==> config.mk <==
export PLATFORM = sky130hd
export DESIGN_NAME = inst_fetcher
export DESIGN_NICKNAME = d
export VERILOG_FILES = /design/src/rtl/inst_fetcher.sv
export SDC_FILE = /design/constraint.sdc
export NUM_CORES = 1
export LEC_CHECK = 0
export CORE_MARGIN = 2
export CORE_UTILIZATION = 50
export DETAILED_ROUTE_END_ITERATION = 10
export DONT_BUFFER_PORTS = 1
export PLACE_DENSITY_LB_ADDON = 0.25
export SLEW_MARGIN = 30
export SYNTH_ARGS = -nofsm -noshare
export SYNTH_HDL_FRONTEND = slang
export SYNTH_SLANG_ARGS = --single-unit
export TNS_END_PERCENT = 50
==> constraint.sdc <==
create_clock -name clk -period 3.3 [get_ports clk]
set_input_delay 0.33 -clock clk [delete_from_list [all_inputs] [get_ports clk]]
set_output_delay 0.33 -clock clk [all_outputs]
set_load 0.05 [all_outputs]
==> src/rtl/inst_fetcher.sv <==
// Instruction fetch engine: icache hit path, 4-byte little-endian miss refill over a byte bus.
// Latency: hit 1 cycle; miss 6 cycles with continuous grant. Backpressure: mem_grant_i gaps stall issue, rdy=0 freezes all state.
// IF must hold pc_i stable until inst_valid_o; req_i is only looked at while idle.
module inst_fetcher #(
    parameter int ADDR_WIDTH     = 32,
    parameter int MEM_DATA_WIDTH = 8
) (
    input  logic                      clk,
    input  logic                      rst,
    input  logic                      rdy,
    input  logic                      flush_i,
    input  logic                      req_i,
    input  logic [ADDR_WIDTH-1:0]     pc_i,
    input  logic                      icache_hit_i,
    input  logic [31:0]               icache_inst_i,
    output logic [ADDR_WIDTH-1:0]     icache_raddr_o,
    output logic                      icache_we_o,
    output logic [ADDR_WIDTH-1:0]     icache_waddr_o,
    output logic [31:0]               icache_winst_o,
    output logic                      mem_req_o,
    input  logic                      mem_grant_i,
    output logic [ADDR_WIDTH-1:0]     mem_addr_o,
    input  logic [MEM_DATA_WIDTH-1:0] mem_din_i,
    output logic                      inst_valid_o,
    output logic [31:0]               inst_o,
    output logic [ADDR_WIDTH-1:0]     inst_pc_o
);

    typedef enum logic {IDLE, FETCH} state_t;

    state_t                state;
    logic [ADDR_WIDTH-1:0] base;
    logic [2:0]            issue_cnt;
    logic [1:0]            cap_cnt;
    logic                  pending;
    logic [23:0]           byte_buf;
    logic                  issue;
    logic [31:0]           full_word;

    assign icache_raddr_o = pc_i;
    assign issue          = mem_req_o & mem_grant_i;
    assign full_word      = {mem_din_i, byte_buf};

    always_ff @(posedge clk) begin
        if (!rst) begin
            state          <= IDLE;
            base           <= '0;
            issue_cnt      <= '0;
            cap_cnt        <= '0;
            pending        <= 1'b0;
            byte_buf       <= '0;
            mem_req_o      <= 1'b0;
            mem_addr_o     <= '0;
            inst_valid_o   <= 1'b0;
            inst_o         <= '0;
            inst_pc_o      <= '0;
            icache_we_o    <= 1'b0;
            icache_waddr_o <= '0;
            icache_winst_o <= '0;
        end else if (rdy) begin
            inst_valid_o <= 1'b0;
            icache_we_o  <= 1'b0;
            if (flush_i) begin
                state     <= IDLE;
                mem_req_o <= 1'b0;
                pending   <= 1'b0;
                issue_cnt <= '0;
                cap_cnt   <= '0;
            end else begin
                case (state)
                    IDLE: begin
                        if (req_i) begin
                            if (icache_hit_i) begin
                                inst_valid_o <= 1'b1;
                                inst_o       <= icache_inst_i;
                                inst_pc_o    <= pc_i;
                            end else begin
                                base       <= pc_i;
                                issue_cnt  <= '0;
                                cap_cnt    <= '0;
                                pending    <= 1'b0;
                                mem_req_o  <= 1'b1;
                                mem_addr_o <= pc_i;
                                state      <= FETCH;
                            end
                        end
                    end
                    FETCH: begin
                        // A byte is in flight only if its address was granted last cycle.
                        pending <= issue;
                        if (issue) begin
                            issue_cnt  <= issue_cnt + 3'd1;
                            mem_addr_o <= base + ADDR_WIDTH'(issue_cnt) + ADDR_WIDTH'(1);
                            if (issue_cnt == 3'd3)
                                mem_req_o <= 1'b0;
                        end
                        if (pending) begin
                            case (cap_cnt)
                                2'd0:    byte_buf[7:0]   <= mem_din_i;
                                2'd1:    byte_buf[15:8]  <= mem_din_i;
                                2'd2:    byte_buf[23:16] <= mem_din_i;
                                default: byte_buf        <= byte_buf;
                            endcase
                            cap_cnt <= cap_cnt + 2'd1;
                            if (cap_cnt == 2'd3) begin
                                inst_valid_o   <= 1'b1;
                                inst_o         <= full_word;
                                inst_pc_o      <= base;
                                icache_we_o    <= 1'b1;
                                icache_waddr_o <= base;
                                icache_winst_o <= full_word;
                                mem_req_o      <= 1'b0;
                                pending        <= 1'b0;
                                state          <= IDLE;
                            end
                        end
                    end
                    default: state <= IDLE;
                endcase
            end
        end
    end

endmodule

==> run summary, run 1 <==
The data arrival at the endpoint of the critical path is between 3000 and 4000 ps. After detailed routing, the total wire length is a little under 30 mm. The run finished with clean final reports. Ranked by instance count, the synthesized netlist is headed by sky130_fd_sc_hd__nand2_1, sky130_fd_sc_hd__dfxtp_1, sky130_fd_sc_hd__a21oi_1, sky130_fd_sc_hd__nor2_1, sky130_fd_sc_hd__clkbuf_1. The antenna violation net count after detailed routing is 0. The number of DRC violations after detailed routing is 0. The via total after detailed routing is 8432. In this run the static leakage power is between 3 and 4 nW. The area share of the largest cell type after synthesis is 46.6%. The number of setup buffers added after CTS is 0. The path class of the tightest hold or removal check is in2reg.

The area of the mapped netlist came out at around 9700 µm². The chip width came out at 143 µm. The share of total power in the clock network came out at around 45%. The finished layout holds ~1400 standard cells, fillers aside.

The layout overhead on the synthesized area came out at 11.4%. The pin count of the biggest net entering global routing came out at between 80 and 90. The number of placed cells counting well taps is about 1300. The number of buffers added on ports came out at 0. The mean number of vias per cell came out at roughly 6.

The final-report max-slew violation count came out at 0. The number of antenna violations at the first check in global routing came out at 0. Synthesis instantiated slightly above 60 different standard cells from the library. The pre-CTS setup slack came out at 718 ps. The boundary pin count came out at 274. The total of hold buffers inserted after clock tree synthesis came out at 42. The post-synthesis instance total is roughly 1200. The dominant cell by count in the synthesized netlist is sky130_fd_sc_hd__nand2_1. At the end of routability-driven placement, the weighted congestion stood at between 0.8 and 0.9.

The tree is rooted in a sky130_fd_sc_hd__clkbuf_16. The number of antenna repair diodes came out at 0. The total count of hold-check failures in the final report is 0. In this run the worst path has a maximum fanout of 5. The post-synth net total came out at about 1300. The part of the power in combinational logic came out at approximately 5%. The slack of the critical path came out at roughly 670 ps. The maximum clock skew at final layout came out at approximately 20 ps. TritonCTS built the clock tree. The core box area is around 19000 µm². The clock-pin slew reported for the worst setup and hold paths after clock tree synthesis is 60 ps.

The total of fill cells in the finished design is ~1700. The standard-cell row count came out at 50. The relative slew slack is between 30 and 40%.

The net switching share of the total power came out at 24.8%. The completed layout was analyzed and its total power is roughly 0.0059 W. The worst-case clock buffer depth came out at 3.

The routed design could run at a clock period as short as between 2000 and 3000 ps. Summed over all nets, the switching power comes to about 0.0015 W. Setup repair after global routing left no endpoint under its margin. The later-pin clock latency in the skew report came out at about 530 ps. Based on the critical path, the design can be clocked at up to between 300 and 400 MHz. The number of failing setup endpoints in the final timing report came out at 0. Averaged over all synthesized cells, the footprint is a little over 8 µm². Counting flops with a built-in enable in the synthesized netlist gives 0. The starting DRC count in detailed routing is around 600. The portion of the clock cycle consumed by the worst path in the final layout came out at 79.8%.

The die boundary height came out at 143 µm. Dividing total power by cell area gives a power density of ~550 nW/µm². The worst setup path is launched from a register. In the synthesized netlist the dominant register cell turns out to be sky130_fd_sc_hd__dfxtp_1. The internal power of the cells is about 0.0044 W.

The layout net count is 1234. The count of maximum capacitance violations came out at 0. The estimated wirelength of the detail-placed design is about 19 mm. By area the synthesized netlist is led by sky130_fd_sc_hd__dfxtp_1, sky130_fd_sc_hd__nand2_1, sky130_fd_sc_hd__a21oi_1. In this run the number of H-tree levels came out at 1. The count of yosys warnings during synthesis is 0. The worst vdd rail ir drop came out at between 400 and 500 µV. For the worst setup path, the data required time is 3720 ps.

Per report_power, the sequential group accounts for around 50% of the total. The floorplan die area is between 20000 and 25000 µm². Dividing the detail-routed wire length by the instance count gives between 20 and 25 µm. The remaining global-route overflow came out at 0. The type of the worst setup path is reg2reg. The first-pass GRT wire length is ~44 mm. In the final layout, the share of cells above drive strength 1 is ~5.6%. The via count of the first global-routing pass was roughly 7900. For this run, the register share of the synthesized area comes to a little under half. The worst setup path is captured at a register. The number of clock sinks came out at about 230.

In the global route stage, overall resource usage came out at a little over a quarter. The first-pass iteration count of the detailed router is 5. The post-cts repair resize count came out at 0. The setup TNS after final layout came out at 0 ps. Summed over all instances, the cell type with the most area after synthesis is sky130_fd_sc_hd__dfxtp_1. The effective utilization at floorplan is between 50% and 60%. The flip-flop and latch count after synthesis is 226. The number of clock buffers inserted by TritonCTS came out at 25. The fraction of synthesis flops using an asynchronous set or reset pin is 0%.

The transition time at the pin with the least slew margin came out at about 950 ps.
[worst max-delay path, cell delays in order, from the launching register on]
cell and delay, ps:
sky130_fd_sc_hd__dfxtp_1 390, sky130_fd_sc_hd__inv_1 70, sky130_fd_sc_hd__ha_1 200, sky130_fd_sc_hd__inv_1 70, sky130_fd_sc_hd__fa_1 210, sky130_fd_sc_hd__a21oi_1 160, sky130_fd_sc_hd__nor4_1 810, sky130_fd_sc_hd__nand4_1 230
sky130_fd_sc_hd__mux2i_1 180, sky130_fd_sc_hd__a22o_1 200
[per-layer routing]
metal | wire [µm] | global-route usage, %
met5 | 0 | 0
met4 | 785 | 8.57
met3 | 2430 | 6.74
met2 | 13000 | 41.8
met1 | 12700 | 37.2
[cell families (layout without fill, tap and decap cells)]
family / after synthesis / after routing / synth area share [%]
AOI/OAI and AO/OA: 291 / 291 / 18.6
xor gates and xnor gates: 9 / 9 / 0.813
adders and majority gates: 10 / 10 / 1.37
buffers and inverters: 134 / 113 / 6.60
DFF: 226 / 226 / 46.6
muxes: 58 / 58 / 6.00
and+or+nand+nor: 453 / 453 / 20.0
[path summary, 6_finish.rpt]
kind | slack [ps] | cells past startpoint | startpoint | endpoint
hold reg to reg | 470 | 2 | byte_buf[23] | icache_winst_o[23]
setup / recovery | 670 | 9 | base[0] | mem_addr_o[24]
setup reg to reg | 670 | 9 | base[0] | mem_addr_o[24]
hold / removal | 30 | 2 | pc_i[11] | inst_pc_o[11]
[final cells by class]
class | instances | area [µm²] | area share (%)
clock buffers | 35 | 693 | 6.41
clock inverters | 7 | 70.1 | 0.648
inverters | 13 | 53.8 | 0.498
multi-input cells | 821 | 4550 | 42.1
flip-flops and latches | 226 | 4530 | 41.9
well taps | 260 | 325 | 3.01
repair buffers | 58 | 591 | 5.46
[power by group through the flow]
| stage | registers, W | logic (W) | clock network (W) |
|---|---|---|---|
| 2_1_floorplan | 0.00300 | 0.000297 | 0 |
| 3_3_place_gp | 0.00302 | 0.000229 | 0 |
| 3_5_place_dp | 0.00302 | 0.000231 | 0 |
| 4_1_cts | 0.00296 | 0.000287 | 0.00268 |
| 5_1_grt | 0.00297 | 0.000318 | 0.00280 |
| 6_report | 0.00296 | 0.000290 | 0.00264 |
[stage by stage]
stage	hold slack [ps]	cell area (µm²)	util, %
3_5_place_dp	467	9620	50.9
2_1_floorplan	445	9700	-
3_3_place_gp	456	9620	50.9
6_report	25.4	10800	57.2
5_1_grt	15.7	10800	57.2
4_1_cts	8.21	10800	57.2
[registers in the layout, indices dropped and copies added, names as in the netlist]
| signal | count |
|---|---|
| icache_waddr_o | 32 |
| mem_req_o | 1 |
| pending | 1 |
| inst_valid_o | 1 |
| inst_o | 32 |
| byte_buf | 24 |
| mem_addr_o | 32 |
| cap_cnt | 2 |
| inst_pc_o | 32 |
| issue_cnt | 3 |
| icache_we_o | 1 |
| state | 1 |
| base | 32 |
| icache_winst_o | 32 |
[layout by cell type (no fill, tap or decap), drive strengths merged, types with 6 or more instances in the layout]
| master | instances |
|---|---|
| clkbuf | 35 |
| mux2i | 57 |
| nor3 | 9 |
| nor2 | 93 |
| ha | 9 |
| nand2 | 257 |
| nand3 | 42 |
| a211oi | 66 |
| buf | 16 |
| dfxtp | 226 |
| dlygate4sd3 | 42 |
| nand4 | 6 |
| o211ai | 6 |
| o21ai | 13 |
| a31oi | 7 |
| nor2b | 17 |
| a21oi | 158 |
| inv | 15 |
No activity file was read; power rests on OpenSTA's default activity.
==> run 2, diff against run 1 <==
- clock period: 3.3 -> 2.6 ns (I/O delays scaled with it)
==> run summary, run 2 (synthesis results as in run 1) <==
The worst hold path passes through 2 cells. The total count of hold-check failures in the final report is 0. The first-pass GRT wire length is 45.8 mm. TritonCTS built the clock tree. The layout net count came out at 1276. The chip width is 143 µm. The detailed-route wire length came out at around 30 mm. The antenna violation net count after detailed routing is 0.

The number of clock buffers inserted by TritonCTS came out at 25. The min-delay analysis places its worst path in the category in2reg. The data arrival at the endpoint of the critical path came out at around 2800 ps.

The final-report max-slew violation count is 0. The library cell used most frequently in the layout, excluding fill and tap cells, is sky130_fd_sc_hd__nand2_1. The transition time at the pin with the least slew margin came out at a little over 900 ps.

The stage delay of the slowest cell on the critical path is 550 ps. The routability congestion estimate is approximately 0.88. At the worst endpoint, the required time is slightly above 3000 ps. The top cell types in the final layout, fill and taps aside, are sky130_fd_sc_hd__nand2_1, sky130_fd_sc_hd__dfxtp_1, sky130_fd_sc_hd__a21oi_1, sky130_fd_sc_hd__nor2_1, sky130_fd_sc_hd__dlygate4sd3_1. The critical path is of the reg2reg type. After layout, the worst path uses between 80 and 90% of the clock period. The number of DRC violations after detailed routing came out at 0. The count of cells along the worst register-to-register path is 6. The clock-pin slew reported for the worst setup and hold paths after clock tree synthesis is around 60 ps. The highest attainable clock frequency came out at 440 MHz.

The starting DRC count in detailed routing is ~600. On the final layout, the worst clock skew is ~22 ps. The count of maximum capacitance violations came out at 0.

In this run the number of H-tree levels came out at 1. The worst vdd rail ir drop is 473 µV. Setup violations remaining at the end of the flow were counted as 0. After clock tree synthesis, the repair step resized 0 gates. The via count of the first global-routing pass is around 8100. The final period demand of the worst path is 2270 ps. The number of clock sinks is around 230.

The detailed router placed between 8000 and 9000 vias in this run. The number of buffers added on ports came out at 0. The mean number of vias per cell came out at slightly below 6. The number of antenna violations at the first check in global routing is 2. The total of hold buffers inserted after clock tree synthesis came out at 70.

Traced cell by cell, the critical path runs through nor4bb_1 -> nor2b_2 -> buf_4 -> o21ai_0 -> nor2_1 -> dlygate4sd3_1. about 270 I/O pins were placed. The overall global routing resource usage is around 28%. The kind of start point of the critical path is a register. The total area inside the core boundary comes to 18900 µm².

The final total power is ~0.0077 W. The estimated wirelength of the detail-placed design is between 15 and 20 mm. The highest net fanout along the worst path is 30. In the final layout, the share of cells above drive strength 1 is under 10%. Compared with the post-synthesis result, the final layout area differs by 15.9%. For this design the ratio of total power to cell area is between 600 and 700 nW/µm².

The worst-case clock buffer depth is 3. The number of setup buffers added after CTS is 0. The remaining global-route overflow came out at 0. The pin count of the biggest net entering global routing is 111. The critical path's slowest cell is sky130_fd_sc_hd__dlygate4sd3_1. The average wire per cell in the routed design is between 20 and 25 µm. The relative slew slack is 38.6%. The die covers between 20000 and 25000 µm². The tree is rooted in a sky130_fd_sc_hd__clkbuf_16. The later-pin clock latency in the skew report came out at roughly 530 ps. The share of the core filled with cells in the final layout is 59.5%.

Setup repair after global routing left no endpoint under its margin. The standard-cell row count is 50. The effective utilization at floorplan came out at approximately half. The die boundary height came out at around 140 µm. The static power due to leakage came out at approximately 3.7 nW. The setup TNS after final layout is 0 ps. The first-pass iteration count of the detailed router is 5. The worst setup path is captured at a register.

The flow ran to the end, and the final reports show no timing, DRC or antenna violations.
run 2: path summary, 6_finish.rpt:
kind	start	end	slack, ps
worst min-delay path	pc_i[15]	mem_addr_o[15]	9
worst max-delay path	state	mem_req_o	330
worst min register to register	byte_buf[9]	byte_buf[9]	470
worst max register to register	state	mem_req_o	330
run 2: through the flow:
| stage | std cells | setup WS (ps) | area, µm² | hold slack [ps] |
|---|---|---|---|---|
| 2_1_floorplan | 1181 | 517 | 9700 | 396 |
| 3_3_place_gp | 1349 | 431 | 9720 | 398 |
| 3_5_place_dp | 1349 | 373 | 9720 | 403 |
| 4_1_cts | 1463 | 329 | 11200 | 1.88 |
| 5_1_grt | 1464 | 88.6 | 11200 | 18.0 |
| 6_report | 1465 | 326 | 11200 | 9.31 |
run 2: cell type report:
| class | count | area (µm²) |
|---|---|---|
| fill | 1702 | 7650 |
| clock buffer | 38 | 724 |
| sequential | 226 | 4530 |
| inverter | 13 | 53.8 |
| antenna | 1 | 2.50 |
| multi-input combinational | 821 | 4550 |
| timing repair buffer | 100 | 978 |
| clock inverter | 6 | 80.1 |
| tap | 260 | 325 |
run 2: critical path: cells and delay by family, from the launching register on:
kind / cells / cell delay [ps]
flops: 1 / 460
compound gates: 1 / 110
simple gates: 3 / 800
buf+inv: 2 / 840
run 2: per-layer routing:
layer | GRT usage, % | vias up | part of all wire, %
met5 | 0 | - | 0.078
met3 | 7.41 | 55 | 9.4
met2 | 42.8 | 376 | 45
met1 | 38.7 | 4091 | 43
li1 | - | 4100 | -
met4 | 8.72 | 4 | 2.4
run 2: report_power, final:
group	total (W)	internal (W)	switching (W)
clock network	0.00350	0.00211	0.00139
logic	0.000420	0.000181	0.000239
registers	0.00376	0.00352	0.000233
total	0.00767	0.00581	0.00187
==> run 3, diff against run 2 <==
- SLEW_MARGIN: 30 -> 5
==> results of run 3 <==
Same layout as run 2: the final DEF is identical, and so are final timing and power.
